[src/rtl/nibble_add_seq.sv]
// nibble_add_seq: W=4*NIB-bit add/subtract sequenced LSB-first over one external 4-bit adder slice.
// Optional macro SUB_EN adds the SUB port (A-B via ~B plus carry-in of 1). Revision 1.0.
`default_nettype none

module nibble_add_seq #(
    parameter int NIB = 4
) (
    input  logic             CLK,
    input  logic             RST,
    input  logic             START,
    input  logic [4*NIB-1:0] A,
    input  logic [4*NIB-1:0] B,
    input  logic             CIN,
`ifdef SUB_EN
    input  logic             SUB,
`endif
    output logic [3:0]       ADD_A,
    output logic [3:0]       ADD_B,
    output logic             ADD_C0,
    input  logic [3:0]       ADD_F,
    input  logic             ADD_C4,
    output logic             BUSY,
    output logic             DONE,
    output logic [4*NIB-1:0] S,
    output logic             COUT,
    output logic             OVF
);

    localparam int W  = 4 * NIB;
    localparam int KW = $clog2(NIB);

    localparam logic [1:0] ST_IDLE = 2'd0;
    localparam logic [1:0] ST_RUN  = 2'd1;
    localparam logic [1:0] ST_DONE = 2'd2;

    logic [1:0]    state;
    logic [KW-1:0] k;
    logic [W-1:0]  op_a;
    logic [W-1:0]  op_b;
    logic [W-1:0]  s_reg;
    logic          carry;
    logic          cout_reg;

    logic          accept;
    logic          last_nib;
    logic [W-1:0]  b_in;
    logic          c_in;

    assign accept   = START && ((state == ST_IDLE) || (state == ST_DONE));
    assign last_nib = (k == KW'(NIB - 1));

    always_comb begin
        b_in = B;
        c_in = CIN;
`ifdef SUB_EN
        // Two's-complement subtract: invert B and inject the +1 through the carry.
        if (SUB) begin
            b_in = ~B;
            c_in = 1'b1;
        end
`endif
    end

    always_ff @(posedge CLK) begin
        if (RST) begin
            state    <= ST_IDLE;
            k        <= '0;
            op_a     <= '0;
            op_b     <= '0;
            s_reg    <= '0;
            carry    <= 1'b0;
            cout_reg <= 1'b0;
        end else begin
            case (state)
                ST_RUN: begin
                    s_reg[{k, 2'b00} +: 4] <= ADD_F;
                    carry                  <= ADD_C4;
                    if (last_nib) begin
                        cout_reg <= ADD_C4;
                        k        <= '0;
                        state    <= ST_DONE;
                    end else begin
                        k <= k + 1'b1;
                    end
                end
                default: begin
                    // IDLE and DONE both accept; DONE falls back to IDLE otherwise.
                    if (accept) begin
                        op_a  <= A;
                        op_b  <= b_in;
                        carry <= c_in;
                        k     <= '0;
                        state <= ST_RUN;
                    end else begin
                        state <= ST_IDLE;
                    end
                end
            endcase
        end
    end

    assign BUSY   = (state == ST_RUN);
    assign DONE   = (state == ST_DONE);
    assign ADD_A  = BUSY ? op_a[{k, 2'b00} +: 4] : 4'd0;
    assign ADD_B  = BUSY ? op_b[{k, 2'b00} +: 4] : 4'd0;
    assign ADD_C0 = BUSY ? carry : 1'b0;
    assign S      = s_reg;
    assign COUT   = cout_reg;
    // op_b is the post-inversion operand, so this covers subtract overflow too.
    assign OVF    = (op_a[W-1] == op_b[W-1]) && (s_reg[W-1] != op_a[W-1]);

endmodule

`default_nettype wire

[config.mk]
export PLATFORM = sky130hd
export DESIGN_NAME = nibble_add_seq
export DESIGN_NICKNAME = d
export VERILOG_FILES = /design/src/rtl/nibble_add_seq.sv
export SDC_FILE = /design/constraint.sdc
export NUM_CORES = 1
export LEC_CHECK = 0
export BUFFER_PORTS_ARGS = -buffer_cell sky130_fd_sc_hd__buf_2
export CAP_MARGIN = 10
export CORE_MARGIN = 5
export CORE_UTILIZATION = 50
export CTS_BUF_LIST = sky130_fd_sc_hd__clkbuf_4 sky130_fd_sc_hd__clkbuf_8
export CTS_CLUSTER_DIAMETER = 150
export CTS_CLUSTER_SIZE = 25
export DETAILED_ROUTE_END_ITERATION = 8
export PLACE_DENSITY = 0.78
export SYNTH_ARGS = -nofsm -noshare
export SYNTH_HDL_FRONTEND = slang
export SYNTH_SLANG_ARGS = --single-unit
[constraint.sdc]
create_clock -name CLK -period 4.8 [get_ports CLK]
set_input_delay 0.96 -clock CLK [delete_from_list [all_inputs] [get_ports CLK]]
set_output_delay 0.96 -clock CLK [all_outputs]
set_load 0.02 [all_outputs]
; ---- Yosys cells after proc, flatten, opt, wreduce, memory -nomap -nowiden
; Cells that the tools add are included.
[classes]
bitwise_logic = 1
n_addsub = 2
shifts = 4
mux = 12
eq_ne = 6
reduce_logical = 7
[op_table]
columns = operator, n
row1 = $shiftx 16x5->4, 2
row2 = $bwmux 16, 1
row3 = $shift 4x6->16 const A, 1
row4 = $shiftx 4x6->16, 1
row5 = $mux 2, 5
row6 = $mux 4, 2
row7 = $neg 4->6, 1
row8 = $eq 2x2->1 const B, 2
row9 = $mux 1, 4
row10 = $reduce_and 2->1, 2
row11 = $add 2x1->2 const B, 1
row12 = $eq 2x1->1 const B, 1
row13 = $logic_and 1x1->1, 2
row14 = $logic_not 2->1, 1
row15 = $ne 2x1->1 const B, 1
row16 = $reduce_bool 2->1, 1
row17 = $eq 1x1->1, 1
row18 = $logic_or 1x1->1, 1
row19 = $ne 1x1->1, 1
row20 = $not 1->1, 1
[word_totals]
register_bits = 54
elab_cells = 39
inputBits = 41

; ---- Depth between registers and ports, before layout
; Gate-level depths: netlist (run 1).
[depth]
depth_word = 5
mapped_depth = 7
mapped_depth_nobuf = 5

; ---- Worst setup path after synthesis (run 1)
; Ideal clock, no wire load.
[synth_path]
kind = reg2out
start = reg k[0]
end = out ADD_A[2]
arrival_ns = 1.332
stages_incl_launch_ff = 5
t_required_ns = 3.840
path_slack_ns = 2.508
path_buffers = 2
cell_sequence = dfxtp_1 > buf_6 > buf_8 > mux4_2 > and2_1
[synth_via]
elab_chain_cells = 2
[synth_rtl]
columns = element, line_no
row1 = "start, declared", 37  ; logic [KW-1:0] k;
row2 = "start signal, assigned", 83  ; k <= k + 1'b1;
row3 = $shiftx 16x5->4, 104  ; assign ADD_A = BUSY ? op_a[{k, 2'b00} +: 4] : 4'd0;
row4 = $mux 4, 104
row5 = "end, declared", 17  ; output logic [3:0] ADD_A,
; Every way passes these cells.

; ---- Worst setup path after layout (run 1)
[layout_path]
start = reg k[0]
end = out ADD_B[3]
[layout_via]
elab_chain_cells = 2
[layout_rtl]
columns = element, line_no
row1 = $shiftx 16x5->4, 105  ; assign ADD_B = BUSY ? op_b[{k, 2'b00} +: 4] : 4'd0;
row2 = $mux 4, 105
row3 = "end, declared", 18  ; output logic [3:0] ADD_B,
; Every way passes these cells.

==> impl_metrics.yaml, run 1 <==
run_status:
  status: "finished clean"
synthesis:
  yosys_warnings: 0
  syn_nets: 316
  synth-seq-area-share: 0.454
  synth_edf_count: 0
  synthDistinctLibCells: 30
  synth-seq-cells: 54
  synth-main-ff-cell: "dfxtp_1"
  netlist_area_sq_um: 2380
  avgSynthCellArea_sq_um: 8.84
  postSynth.asyncResetShare: 0
  syn_inst: 269
cells_and_area:
  area_delta_synth_final_pct: 17.5
  mostFrequentLayoutCells: "nand2_1 (76), buf_2 (69), dfxtp_1 (54), a21oi_1 (48), and2_1 (9)"
  drive_above_1_share: 0.271
  final_area_sq_um: 2800
  finalNetCount: 374
  layout_commonest_cell: "nand2_1"
  diodes: 0
  num-fill-cells: 445
  stdcell_count: 382
  post-route-util: 0.600
timing:
  fin_ws_ns: 1.70
  tightestPinTransition_ns: 0.906
  relSlewSlack: 0.396
  max_freq_mhz: 323
  hold_violations: 0
  finalSetupViolCount: 0
  rsz0062_at_grt: "false"
  period_needed_ns: 3.10
  finalSetupTns_ns: 0
  slew_viol_final: 0
  holdWs_ns: 0.454
  fin_crit_sh: 0.645
  clock_skew_ns: 0.00738
clocking:
  clk_latency_ns: 0.30
  htreeDepth: 2
  post_cts_buffers: 0
  clock_path_buffers: 2
  cts_resized: 0
  numCtsBuffers: 5
  root_buffer: "clkbuf_8"
  cts_tree: "yes"
  cts.sinks: 54
  cts.clk_slew.worst_paths_ns: 0.09
  cts_hold_buf: 0
route:
  wl_met1_microns: 2370
  avgViaCountPerCell: 5.37
  wl_per_cell_microns: 13.8
  drtIter0Drc: 164
  drt-total-wl_microns: 5260
  wl_met3_microns: 354
  vias: 2051
  drc: 0
  highest_layer: "met4"
  route.met2.wl_microns: 2490
  final_antenna_net_count: 0
  drt-pass1-iter-count: 4
pwr:
  power_mw: 0.862
  p_switching_mw: 0.228
  leakage_nw: 1.20
  power_frac_seq: 0.563
  ir_worst_vdd_mv: 0.237
  powerDensity_nw_per_um2: 308
  pwr-share-comb: 0.136
  pwr-share-clk: 0.301
  p_sw_frac: 0.265
  p_int_mw: 0.634
die:
  dieArea_sq_um: 6240
  die_h_microns: 79.0
  top_level_ports: 70
  core_sq_um: 4660
  start_util: 0.510
  rows: 25
  die_w_microns: 79.0
grt:
  antenna_found_initial: 0
  track_usage: 0.175
  grt_overflow_total: 0
  grt_pass1_wl_microns: 8860
  grt_pass1_vias: 1939
  grt_max_degree: 53
run:
  max-cap-violations: 0
critical_path:
  worstSetupEndpointType: "output pin"
  crit_fanout: 18
  start_kind: "register"
  crit_required_ns: 3.84
  arrival_ns: 2.14
  critical_path_class: "register to output pin"
hold_path:
  hold_class: "register to register"
place:
  placedCellCount: 374
  dp.final_hpwl_microns: 3730
  port_buffers: 69
  place.gp.congestion: 0.805
  place_area_sq_um: 2700
  pre_cts_ws_ns: 1.98
## kinds of logic after synthesis
logic type                 count (synthesis)  share of synthesized area
muxes                                      8                     0.0821
and+or+nand+nor                          117                      0.244
AOI/OAI and AO/OA                         60                      0.135
adders and majority gates                  6                     0.0316
buffers and inverters                     24                     0.0531
DFF                                       54                      0.454
## layout make-up
| type | count | area [sq um] | area share |
|---|---|---|---|
| clock buffers | 6 | 82.6 | 0.0295 |
| well taps | 54 | 67.6 | 0.0242 |
| clock inverters | 2 | 12.5 | 0.00448 |
| multi-input cells | 191 | 1170 | 0.420 |
| inverters | 4 | 17.5 | 0.00627 |
| repair buffers | 71 | 360 | 0.129 |
| flip-flops and latches | 54 | 1080 | 0.387 |
## layer usage
metal / GRT usage / vias to the layer above
li1: - / 1041
met1: 0.222 / 948
met2: 0.296 / 56
met3: 0.0499 / 6
met4: 0.0361 / 0
met5: 0 / -
## cell usage after synthesis (2+ instances only)
cell | instances | area share
mux4_1 | 4 | 0.044
nand4_1 | 8 | 0.021
nor2_1 | 4 | 0.0063
mux4_2 | 4 | 0.038
nor2b_1 | 2 | 0.0053
ha_1 | 6 | 0.032
nand3_1 | 7 | 0.015
a21oi_1 | 48 | 0.10
dfxtp_1 | 54 | 0.45
and2_1 | 9 | 0.024
inv_1 | 3 | 0.0047
and4bb_2 | 2 | 0.011
buf_2 | 6 | 0.013
clkbuf_1 | 10 | 0.016
o21ai_0 | 5 | 0.011
nand2_1 | 76 | 0.12
a22o_1 | 4 | 0.015
nand3b_1 | 3 | 0.0095
nand2b_1 | 2 | 0.0053
buf_4 | 2 | 0.0063
## power by group through the flow
stage / clock, mW / sequential (mW) / combinational, mW
final: 0.260 / 0.485 / 0.117
after floorplan: 0 / 0.489 / 0.0889
after CTS: 0.266 / 0.486 / 0.118
after global routing: 0.286 / 0.489 / 0.132
after global placement: 0 / 0.495 / 0.116
after detailed placement: 0 / 0.496 / 0.118
## final timing paths
kind	from	to	slack [ns]	depth (start not counted)
max	k[0]	ADD_B[3]	1.70	3
min	op_a[0]	op_a[0]	0.45	2
max reg2reg	k[0]	S[14]	2.61	5
min reg2reg	op_a[0]	op_a[0]	0.45	2
## registers in the layout (all words and copies together) (netlist names)
signal  cells
COUT        1
S          16
carry       1
k           2
op_a       16
op_b       16
state       2
## worst max-delay path, cell delays in order (launching register included)
cell and delay (ns):
dfxtp_1 0.86, mux4_1 0.65, and2_1 0.17, buf_2 0.15
Power figures use the tool's default switching activity.
==> run 2: changes to the inputs <==
Clock period 4.8 ns to 3.23 ns, I/O delays scaled along.
==> impl_metrics.yaml, run 2 (same netlist as run 1, synthesis figures left out) <==
critical_path:
  critical-path-max-stage-delay_ns: 0.57
  cp_cell_sequence: "buf_4 > mux4_1 > and2_1 > buf_2"
  crit_required_ns: 2.58
  crit_buf_inv: 2
  reg2reg_slack_ns: 1.25
  start_kind: "register"
  crit_fanout: 12
  worstSetupEndpointType: "output pin"
  slowest_stage: "mux4_1"
  crit_family: "multiplexers"
  r2r_start: "k[0]"
  arrival_ns: 1.97
  reg2reg_to: "S[8]"
  rr_worst_depth: 6
  critical_path_class: "register to output pin"
grt:
  grt_pass1_vias: 1914
  grt_max_degree: 35
  track_usage: 0.174
  antenna_found_initial: 0
  grt_pass1_wl_microns: 8670
  grt_overflow_total: 0
route:
  drt-pass1-iter-count: 4
  avgViaCountPerCell: 5.33
  final_antenna_net_count: 0
  drt-total-wl_microns: 5290
  wl_per_cell_microns: 13.8
  drtIter0Drc: 56
  drc: 0
  vias: 2047
die:
  die_h_microns: 79.0
  rows: 25
  die_w_microns: 79.0
  core_sq_um: 4660
  start_util: 0.510
  dieArea_sq_um: 6240
  top_level_ports: 70
clocking:
  cts_resized: 0
  htreeDepth: 2
  cts_hold_buf: 0
  root_buffer: "clkbuf_8"
  clk_latency_ns: 0.30
  numCtsBuffers: 5
  cts.sinks: 54
  cts.clk_slew.worst_paths_ns: 0.09
  clock_path_buffers: 2
  cts_tree: "yes"
  post_cts_buffers: 0
hold_path:
  hold_class: "register to register"
  hold_depth: 2
  hold_path_startpoint: "op_a[7]"
  min_to: "op_a[7]"
cells_and_area:
  final_area_sq_um: 2830
  layout_commonest_cell: "nand2_1"
  mostFrequentLayoutCells: "nand2_1 (76), buf_2 (69), dfxtp_1 (54), a21oi_1 (48), and2_1 (9)"
  area_delta_synth_final_pct: 18.8
  post-route-util: 0.606
  diodes: 0
  finalNetCount: 376
  drive_above_1_share: 0.276
  num-fill-cells: 403
timing:
  fin_ws_ns: 0.613
  max_freq_mhz: 382
  finalSetupViolCount: 0
  rsz0062_at_grt: "false"
  fin_crit_sh: 0.810
  slew_viol_final: 0
  finalSetupTns_ns: 0
  tightestPinTransition_ns: 0.553
  relSlewSlack: 0.631
  clock_skew_ns: 0.00279
  hold_violations: 0
  period_needed_ns: 2.62
place:
  pre_cts_ws_ns: 0.949
  place_area_sq_um: 2720
  place.gp.congestion: 0.791
  port_buffers: 69
  dp.final_hpwl_microns: 3840
run_status:
  status: "finished clean"
pwr:
  powerDensity_nw_per_um2: 469
  power_mw: 1.32
  ir_worst_vdd_mv: 0.260
  leakage_nw: 1.22
run:
  max-cap-violations: 0
[run 2: cell count changes in the layout (fill, tap and decap cells not counted)]
cell,before,now
buf_4,2,4
clkbuf_8,6,8
clkinv_2,1,0
clkinvlp_4,1,0
[run 2: cell type report]
type,count,area (sq um),share of cell area
Tap cell,54,67.6,0.0239
Multi-Input combinational cell,191,1170,0.415
Timing Repair Buffer,73,375,0.133
Sequential cell,54,1080,0.383
Clock buffer,8,110,0.0390
Inverter,4,17.5,0.00620
[run 2: worst register-to-register path: stages (launching register included)]
cell	delay, ns
dfxtp_1	0.51
buf_4	0.28
inv_1	0.10
ha_1	0.40
nand4bb_1	0.19
nor4_4	0.26
a22o_1	0.19
[run 2: power by group]
group | switching [mW] | leakage [nW] | internal (mW) | total (mW)
registers | 0.0209 | 0.441 | 0.696 | 0.717
logic | 0.106 | 0.719 | 0.0755 | 0.181
clock network | 0.209 | 0.0575 | 0.217 | 0.426
[run 2: per-stage QoR]
step	std cells	hold WS, ns
4_1_cts	384	0.456
5_1_grt	384	0.469
3_3_place_gp	376	0.438
2_1_floorplan	269	0.432
6_report	384	0.454
3_5_place_dp	376	0.443
[run 2: how the worst max path moves through the flow]
| stage | startpoint | end | slack, ns | cells after the start |
|---|---|---|---|---|
| finish | k[0] | ADD_B[3] | 0.61 | 4 |
| floorplan | k[0] | ADD_A[2] | 1.25 | 4 |
| CTS | k[0] | ADD_A[0] | 0.60 | 4 |
| detailed placement | k[0] | ADD_A[0] | 0.95 | 4 |
| global placement | k[0] | ADD_A[0] | 0.97 | 4 |
| global route | k[0] | ADD_B[3] | 0.49 | 4 |
[run 2: layer usage]
layer / share of wire / GRT usage / vias up / wire length, microns
li1: - / - / 1045 / -
met5: 0 / 0 / - / 0
met4: 0.015 / 0.0533 / 0 / 81
met2: 0.47 / 0.291 / 57 / 2490
met3: 0.077 / 0.0522 / 8 / 405
met1: 0.44 / 0.214 / 937 / 2310
